[src/rtl/npu_conv_pkg.sv]
// Shared definitions for the convolution window feeder: FSM encoding,
// default pixel width and the counter-width helper.
package npu_conv_pkg;

    localparam int BIT_DEPTH_DFLT = 8;

    typedef enum logic [1:0] {
        ST_IDLE  = 2'd0,
        ST_SCAN  = 2'd1,
        ST_DRAIN = 2'd2,
        ST_DONE  = 2'd3
    } fsm_state_e;

    // Width of a counter that must hold 0..n-1; never narrower than one bit.
    function automatic int cnt_w(input int n);
        return (n <= 2) ? 1 : $clog2(n);
    endfunction

endpackage

[src/rtl/window_scan_counter.sv]
// Row/column scan counters plus the running row-base address (r*IMG_W),
// advanced once per issued SRAM read.
module window_scan_counter
    import npu_conv_pkg::*;
#(
    parameter int IMG_W  = 8,
    parameter int IMG_H  = 8,
    parameter int ADDR_W = 16
) (
    input  logic                       clk,
    input  logic                       rst_n,
    input  logic                       clear_i,
    input  logic                       advance_i,
    output logic [cnt_w(IMG_H)-1:0]    r_o,
    output logic [cnt_w(IMG_W)-1:0]    c_o,
    output logic [ADDR_W-1:0]          base_o,
    output logic                       last_o
);

    localparam int RW = cnt_w(IMG_H);
    localparam int CW = cnt_w(IMG_W);
    localparam logic [RW-1:0]     R_LAST = RW'(IMG_H - 3);
    localparam logic [CW-1:0]     C_LAST = CW'(IMG_W - 1);
    localparam logic [ADDR_W-1:0] W_STEP = ADDR_W'(IMG_W);

    logic [RW-1:0]     r_q, r_d;
    logic [CW-1:0]     c_q, c_d;
    logic [ADDR_W-1:0] base_q, base_d;
    logic              col_end;

    assign col_end = (c_q == C_LAST);

    always_comb begin
        r_d    = r_q;
        c_d    = c_q;
        base_d = base_q;
        if (clear_i) begin
            r_d    = '0;
            c_d    = '0;
            base_d = '0;
        end else if (advance_i) begin
            if (col_end) begin
                c_d    = '0;
                r_d    = r_q + RW'(1);
                base_d = base_q + W_STEP;
            end else begin
                c_d = c_q + CW'(1);
            end
        end
    end

    always_ff @(posedge clk or negedge rst_n) begin
        if (!rst_n) begin
            r_q    <= '0;
            c_q    <= '0;
            base_q <= '0;
        end else begin
            r_q    <= r_d;
            c_q    <= c_d;
            base_q <= base_d;
        end
    end

    assign r_o    = r_q;
    assign c_o    = c_q;
    assign base_o = base_q;
    assign last_o = (r_q == R_LAST) && col_end;

endmodule

[src/rtl/conv_window_feeder.sv]
// Scans an IMG_H x IMG_W frame three rows at a time, feeding the 3x3 line
// buffer and flagging every cycle in which it holds a complete window.
module conv_window_feeder
    import npu_conv_pkg::*;
#(
    parameter int BIT_DEPTH = BIT_DEPTH_DFLT,
    parameter int IMG_W     = 8,
    parameter int IMG_H     = 8,
    parameter int ADDR_W    = 16
) (
    input  logic                      clk,
    input  logic                      rst_n,
    input  logic                      start,
    input  logic                      stall,
    output logic                      busy,
    output logic                      done,
    output logic                      rd_en,
    output logic [ADDR_W-1:0]         rd_addr_r1,
    output logic [ADDR_W-1:0]         rd_addr_r2,
    output logic [ADDR_W-1:0]         rd_addr_r3,
    input  logic [BIT_DEPTH-1:0]      rd_data_r1,
    input  logic [BIT_DEPTH-1:0]      rd_data_r2,
    input  logic [BIT_DEPTH-1:0]      rd_data_r3,
    output logic [BIT_DEPTH-1:0]      data_out_r1,
    output logic [BIT_DEPTH-1:0]      data_out_r2,
    output logic [BIT_DEPTH-1:0]      data_out_r3,
    output logic                      wr_en,
    output logic                      shift,
    output logic                      win_valid,
    output logic [$clog2(IMG_H)-1:0]  win_row,
    output logic [$clog2(IMG_W)-1:0]  win_col
);

    localparam int RW = $clog2(IMG_H);
    localparam int CW = $clog2(IMG_W);
    localparam logic [ADDR_W-1:0] W_STEP  = ADDR_W'(IMG_W);
    localparam logic [ADDR_W-1:0] W_STEP2 = ADDR_W'(2 * IMG_W);

    fsm_state_e        state_q, state_d;
    logic [RW-1:0]     scan_r;
    logic [CW-1:0]     scan_c;
    logic [ADDR_W-1:0] scan_base;
    logic [ADDR_W-1:0] col_off;
    logic              scan_last;
    logic              scan_adv;
    logic              scan_clear;

    logic              wr_q;
    logic              last_wr_q;
    logic              last_win_q;
    logic              win_valid_q;
    logic [RW-1:0]     wr_row_q, win_row_q;
    logic [CW-1:0]     wr_col_q, win_col_q;

    assign scan_adv   = (state_q == ST_SCAN) && !stall;
    assign scan_clear = (state_q == ST_IDLE) && start;

    window_scan_counter #(
        .IMG_W  (IMG_W),
        .IMG_H  (IMG_H),
        .ADDR_W (ADDR_W)
    ) u_scan (
        .clk       (clk),
        .rst_n     (rst_n),
        .clear_i   (scan_clear),
        .advance_i (scan_adv),
        .r_o       (scan_r),
        .c_o       (scan_c),
        .base_o    (scan_base),
        .last_o    (scan_last)
    );

    always_comb begin
        state_d = state_q;
        case (state_q)
            ST_IDLE:  if (start)                  state_d = ST_SCAN;
            ST_SCAN:  if (scan_adv && scan_last)  state_d = ST_DRAIN;
            // The final window is tagged so earlier windows still in flight
            // cannot end the drain early.
            ST_DRAIN: if (last_win_q)             state_d = ST_DONE;
            ST_DONE:                              state_d = ST_IDLE;
            default:                              state_d = ST_IDLE;
        endcase
    end

    always_ff @(posedge clk or negedge rst_n) begin
        if (!rst_n) begin
            state_q     <= ST_IDLE;
            wr_q        <= 1'b0;
            last_wr_q   <= 1'b0;
            last_win_q  <= 1'b0;
            win_valid_q <= 1'b0;
            wr_row_q    <= '0;
            wr_col_q    <= '0;
            win_row_q   <= '0;
            win_col_q   <= '0;
        end else begin
            state_q     <= state_d;
            wr_q        <= scan_adv;
            last_wr_q   <= scan_adv && scan_last;
            last_win_q  <= last_wr_q;
            win_valid_q <= wr_q && (wr_col_q >= CW'(2));
            if (scan_adv) begin
                wr_row_q <= scan_r;
                wr_col_q <= scan_c;
            end
            // Columns 0 and 1 of a band only prime the buffer.
            if (wr_q && (wr_col_q >= CW'(2))) begin
                win_row_q <= wr_row_q;
                win_col_q <= wr_col_q - CW'(2);
            end
        end
    end

    assign col_off    = ADDR_W'(scan_c);
    assign rd_en      = scan_adv;
    assign rd_addr_r1 = rd_en ? (scan_base + col_off)           : '0;
    assign rd_addr_r2 = rd_en ? (scan_base + W_STEP + col_off)  : '0;
    assign rd_addr_r3 = rd_en ? (scan_base + W_STEP2 + col_off) : '0;

    assign data_out_r1 = rd_data_r1;
    assign data_out_r2 = rd_data_r2;
    assign data_out_r3 = rd_data_r3;

    assign wr_en     = wr_q;
    assign shift     = wr_q;
    assign win_valid = win_valid_q;
    assign win_row   = win_row_q;
    assign win_col   = win_col_q;
    assign busy      = (state_q == ST_SCAN) || (state_q == ST_DRAIN);
    assign done      = (state_q == ST_DONE);

endmodule

[config.mk]
export PLATFORM = sky130hd
export DESIGN_NAME = conv_window_feeder
export DESIGN_NICKNAME = d
export VERILOG_FILES = /design/src/rtl/npu_conv_pkg.sv /design/src/rtl/window_scan_counter.sv /design/src/rtl/conv_window_feeder.sv
export SDC_FILE = /design/constraint.sdc
export NUM_CORES = 1
export LEC_CHECK = 0
export CAP_MARGIN = 20
export CORE_MARGIN = 1.5
export CORE_UTILIZATION = 35
export CTS_BUF_LIST = sky130_fd_sc_hd__clkbuf_8
export DETAILED_ROUTE_END_ITERATION = 12
export PLACE_DENSITY = 0.68
export SKIP_LAST_GASP = 1
export SYNTH_ARGS = -nofsm -noshare
export SYNTH_HDL_FRONTEND = slang
export SYNTH_HIERARCHICAL = 1
export SYNTH_SLANG_ARGS = --single-unit
[constraint.sdc]
create_clock -name clk -period 2.7 [get_ports clk]
set_input_delay 0.54 -clock clk [delete_from_list [all_inputs] [get_ports clk]]
set_output_delay 0.54 -clock clk [all_outputs]
set_load 0.02 [all_outputs]
==> results summary <==
For this run, the total global-route usage over all layers was measured as 16.6%. The post-placement cell count is 506. In this run the mean area of a mapped cell was 8.46 sq um. In this run the clock root is driven by a sky130_fd_sc_hd__clkbuf_8. The critical path startpoint category is a register. The number of max-cap violations came out at 0. The number of DRC markers in iteration 0 is 264.

The post-synthesis cell count came out at 360. The initial antenna violation count is 0. The area of all sequential standard cells is 926 sq um. The register bit total from synthesis came out at 37.

STA classifies the critical path endpoint as an output port. Entering global routing, the biggest net connects 38 pins. The setup slack of the critical path after layout came out at -0.0343 ns. The number of search-and-repair iterations in the first detailed-routing pass is 4. The count of non-filler cells in the finished layout is 514.

The later pin in the worst-skew pair is clocked with a latency of 0.29 ns. The synthesized netlist occupies a cell area of 3050 sq um. CTS saw 37 sinks. Counting the buffers created by CTS gives 5. The total vias in the final route came out at 2627. The critical path data required time is 2.16 ns. The number of global-route vias before repair is 2441. The total chip power is 2.17 mW. The global-route congestion overflow total came out at 0. The core occupancy in the finished layout is 45.5%. The wire-length estimate of the detail-placed layout is 5620 um. The number of warnings reported in the yosys synthesis log came out at 6.

After detailed routing, the number of remaining DRC violations is 0. The worst slack after detailed placement is -0.140 ns. Counting the fill cells in the layout gives 808. The core area came out at 8340 sq um. Clock skew on the completed layout was measured at 0.0139 ns.

The final reports fail on setup timing. The power density normalized to cell area is 572 nW/um^2. The per-cell via count in the routed design came out at 5.11.

The flow ran to the end, but the final reports show violations. The detail route stage leaves a number of antenna-violating nets equal to 0. The die outline height came out at 96.3 um. The final net count came out at 451. The worst-case register-to-register setup slack is 0.42 ns. The share of synthesized flip-flops with an asynchronous set or reset came out at 100%. The type of the tightest min-delay check is reg2reg. In this run the post-CTS setup repair buffer count came out at 0. The post-route fraction of the period consumed by the critical path is 101%.

The fmax is 0.366 GHz. The effective utilization at floorplan is 36.5%. Setup repair after global routing could not meet its margin everywhere.

In the synthesized netlist the dominant register cell turns out to be sky130_fd_sc_hd__dfrtp_1. The actual transition at the worst max-transition pin came out at 0.583 ns. The total number of H-tree levels is 2.

After clock tree synthesis, the flow added hold-fix buffers numbering 0. In the final layout, the share of cells above drive strength 1 is 15.4%. The most critical setup path has its startpoint at u_scan/base_o[4].

The launch instance of the worst min-delay path is last_wr_q. The area taken by multi-input logic gates came out at 1740 sq um. TritonCTS built the clock tree. After clock tree synthesis, the clock-pin slew on the worst setup and hold paths is 0.08 ns.

The number of antenna cells inserted is 0. The horizontal extent of the die came out at 96.3 um. The average wire length per cell after detail routing is 14.4 um. The worst path arrival time came out at 2.19 ns.

For this design the static power due to leakage is 1.96 nW. The worst register-to-register path begins at state_q[1]. After detailed routing, the total wire length is 7410 um.

The setup path with the least slack is of type reg2out. Buffers placed on the I/O ports in this run total 63. The overall die area is 9270 sq um.

The count of cell types in the netlist is 47. The highest net fanout along the worst path came out at 12. The global-route wire length before repair came out at 12000 um. The top-level I/O count is 112. The tightest slew margin relative to the limit came out at 61.1%. The final weighted congestion in routability-driven placement is 0.845. IR analysis of the VDD net gives a maximum drop of 260 uV. The number of rows created at floorplan is 33. The area growth from synthesis to final layout came out at 24.7%.

The final count of negative-setup-slack endpoints came out at 1. The minimum period implied by the final worst setup slack came out at 2.73 ns. Summing the sequential cell areas from Yosys gives 30.4% of the chip area. The number of buffers on the longest clock path came out at 2. The count of flip-flops with a built-in enable after synthesis is 0. The count of final hold-check violations came out at 0.

The max-slew violation count is 0.
[worst max-delay path, cell delays in order (launching register included)]
cell and delay (ns):
sky130_fd_sc_hd__dfrtp_1 0.43, sky130_fd_sc_hd__buf_4 0.23, sky130_fd_sc_hd__a21oi_2 0.09, sky130_fd_sc_hd__or3_1 0.35, sky130_fd_sc_hd__a21oi_1 0.18, sky130_fd_sc_hd__clkdlybuf4s50_1 0.63
[per-stage QoR]
step	hold slack, ns	TNS [ns]	area [sq um]
floorplan	0.244	0	3050
global placement	0.335	-1.27	3670
detailed placement	0.338	-1.94	3670
CTS	0.357	-0.286	3770
global route	0.363	-0.261	3800
finish	0.356	-0.0343	3800
[cell type report]
cell class / instances / area share, %
clock buffer: 5 / 1.81
clock inverter: 3 / 1.12
inverter: 14 / 1.38
multi-input combinational: 257 / 45.8
sequential: 37 / 24.4
tap: 105 / 3.46
timing repair buffer: 93 / 22.0
[flip-flops by register name, summed over array words and instances, names as in the netlist, 2 cells and up]
register / flops
u_scan/c_o: 3
wr_col_q: 3
wr_row_q: 3
state_q: 2
u_scan/base_o: 13
win_row: 3
win_col: 3
u_scan/r_o: 3
[Yosys cell counts (all sizes together) (5+ instances only)]
cell	number	area [sq um]
a211oi	5	42.5
a21oi	19	98.9
and2	5	31.3
buf	48	352
clkbuf	6	23.8
dfrtp	37	926
ha	14	175
inv	13	48.8
mux2	10	113
mux2i	16	160
nand2	33	124
nand2b	9	56.3
nand3	12	60.1
nand4	9	71.3
nor2	36	135
nor2b	5	31.3
nor3	6	30.0
nor4	13	81.3
o21ai	12	60.1
or3	6	37.5
xnor2	12	105
xor2	9	78.8
[final timing paths]
| path | end | cells past startpoint |
|---|---|---|
| min in group asynchronous | win_col[1] | 2 |
| min | last_win_q | 0 |
| max | rd_addr_r3[7] | 5 |
| max in group asynchronous | u_scan/base_o[12] | 2 |
| max reg2reg | u_scan/base_o[15] | 8 |
| min reg2reg | last_win_q | 0 |
[per-layer routing]
metal | global-route usage (%) | part of all wire (%)
met4 | 5.56 | 1.8
met5 | 0 | 0
met1 | 20.8 | 43
met3 | 2.05 | 5.3
met2 | 29.3 | 50
[report_power, final]
group,total (mW),switching [mW],internal (mW)
combinational,0.985,0.583,0.402
sequential,0.720,0.0773,0.642
clock,0.469,0.195,0.273
total,2.17,0.855,1.32
[kinds of logic after synthesis]
| group | share of synthesized area, % |
|---|---|
| AO/OA/AOI/OAI | 8.99 |
| XOR/XNOR | 6.04 |
| adder cells (fa/ha/maj) | 6.41 |
| buffers and inverters | 14.0 |
| flip-flops | 30.4 |
| multiplexers | 8.95 |
| other | 0.123 |
| AND/OR/NAND/NOR | 25.1 |
[timing repair]
action | 4_1_cts | 5_1_grt
resized for setup | 41 | 28
endpoints found under the setup margin | 38 | 23
pin swaps | 0 | 0
[cell usage in the layout, fill, tap and decap left out, drive strengths merged, types with 4 or more instances in the layout]
cell,n
a211oi,5
a21oi,19
and2,5
buf,30
clkbuf,10
clkdlybuf4s50,16
dfrtp,37
dlygate4sd2,26
dlymetal6s2s,15
ha,14
inv,14
mux2,10
mux2i,16
nand2,33
nand2b,9
nand3,12
nand4,9
nor2,36
nor2b,5
nor3,6
nor4,13
o21ai,12
o31ai,4
or3,6
or4,4
xnor2,12
xor2,9
No activity file was read; power rests on OpenSTA's default activity.
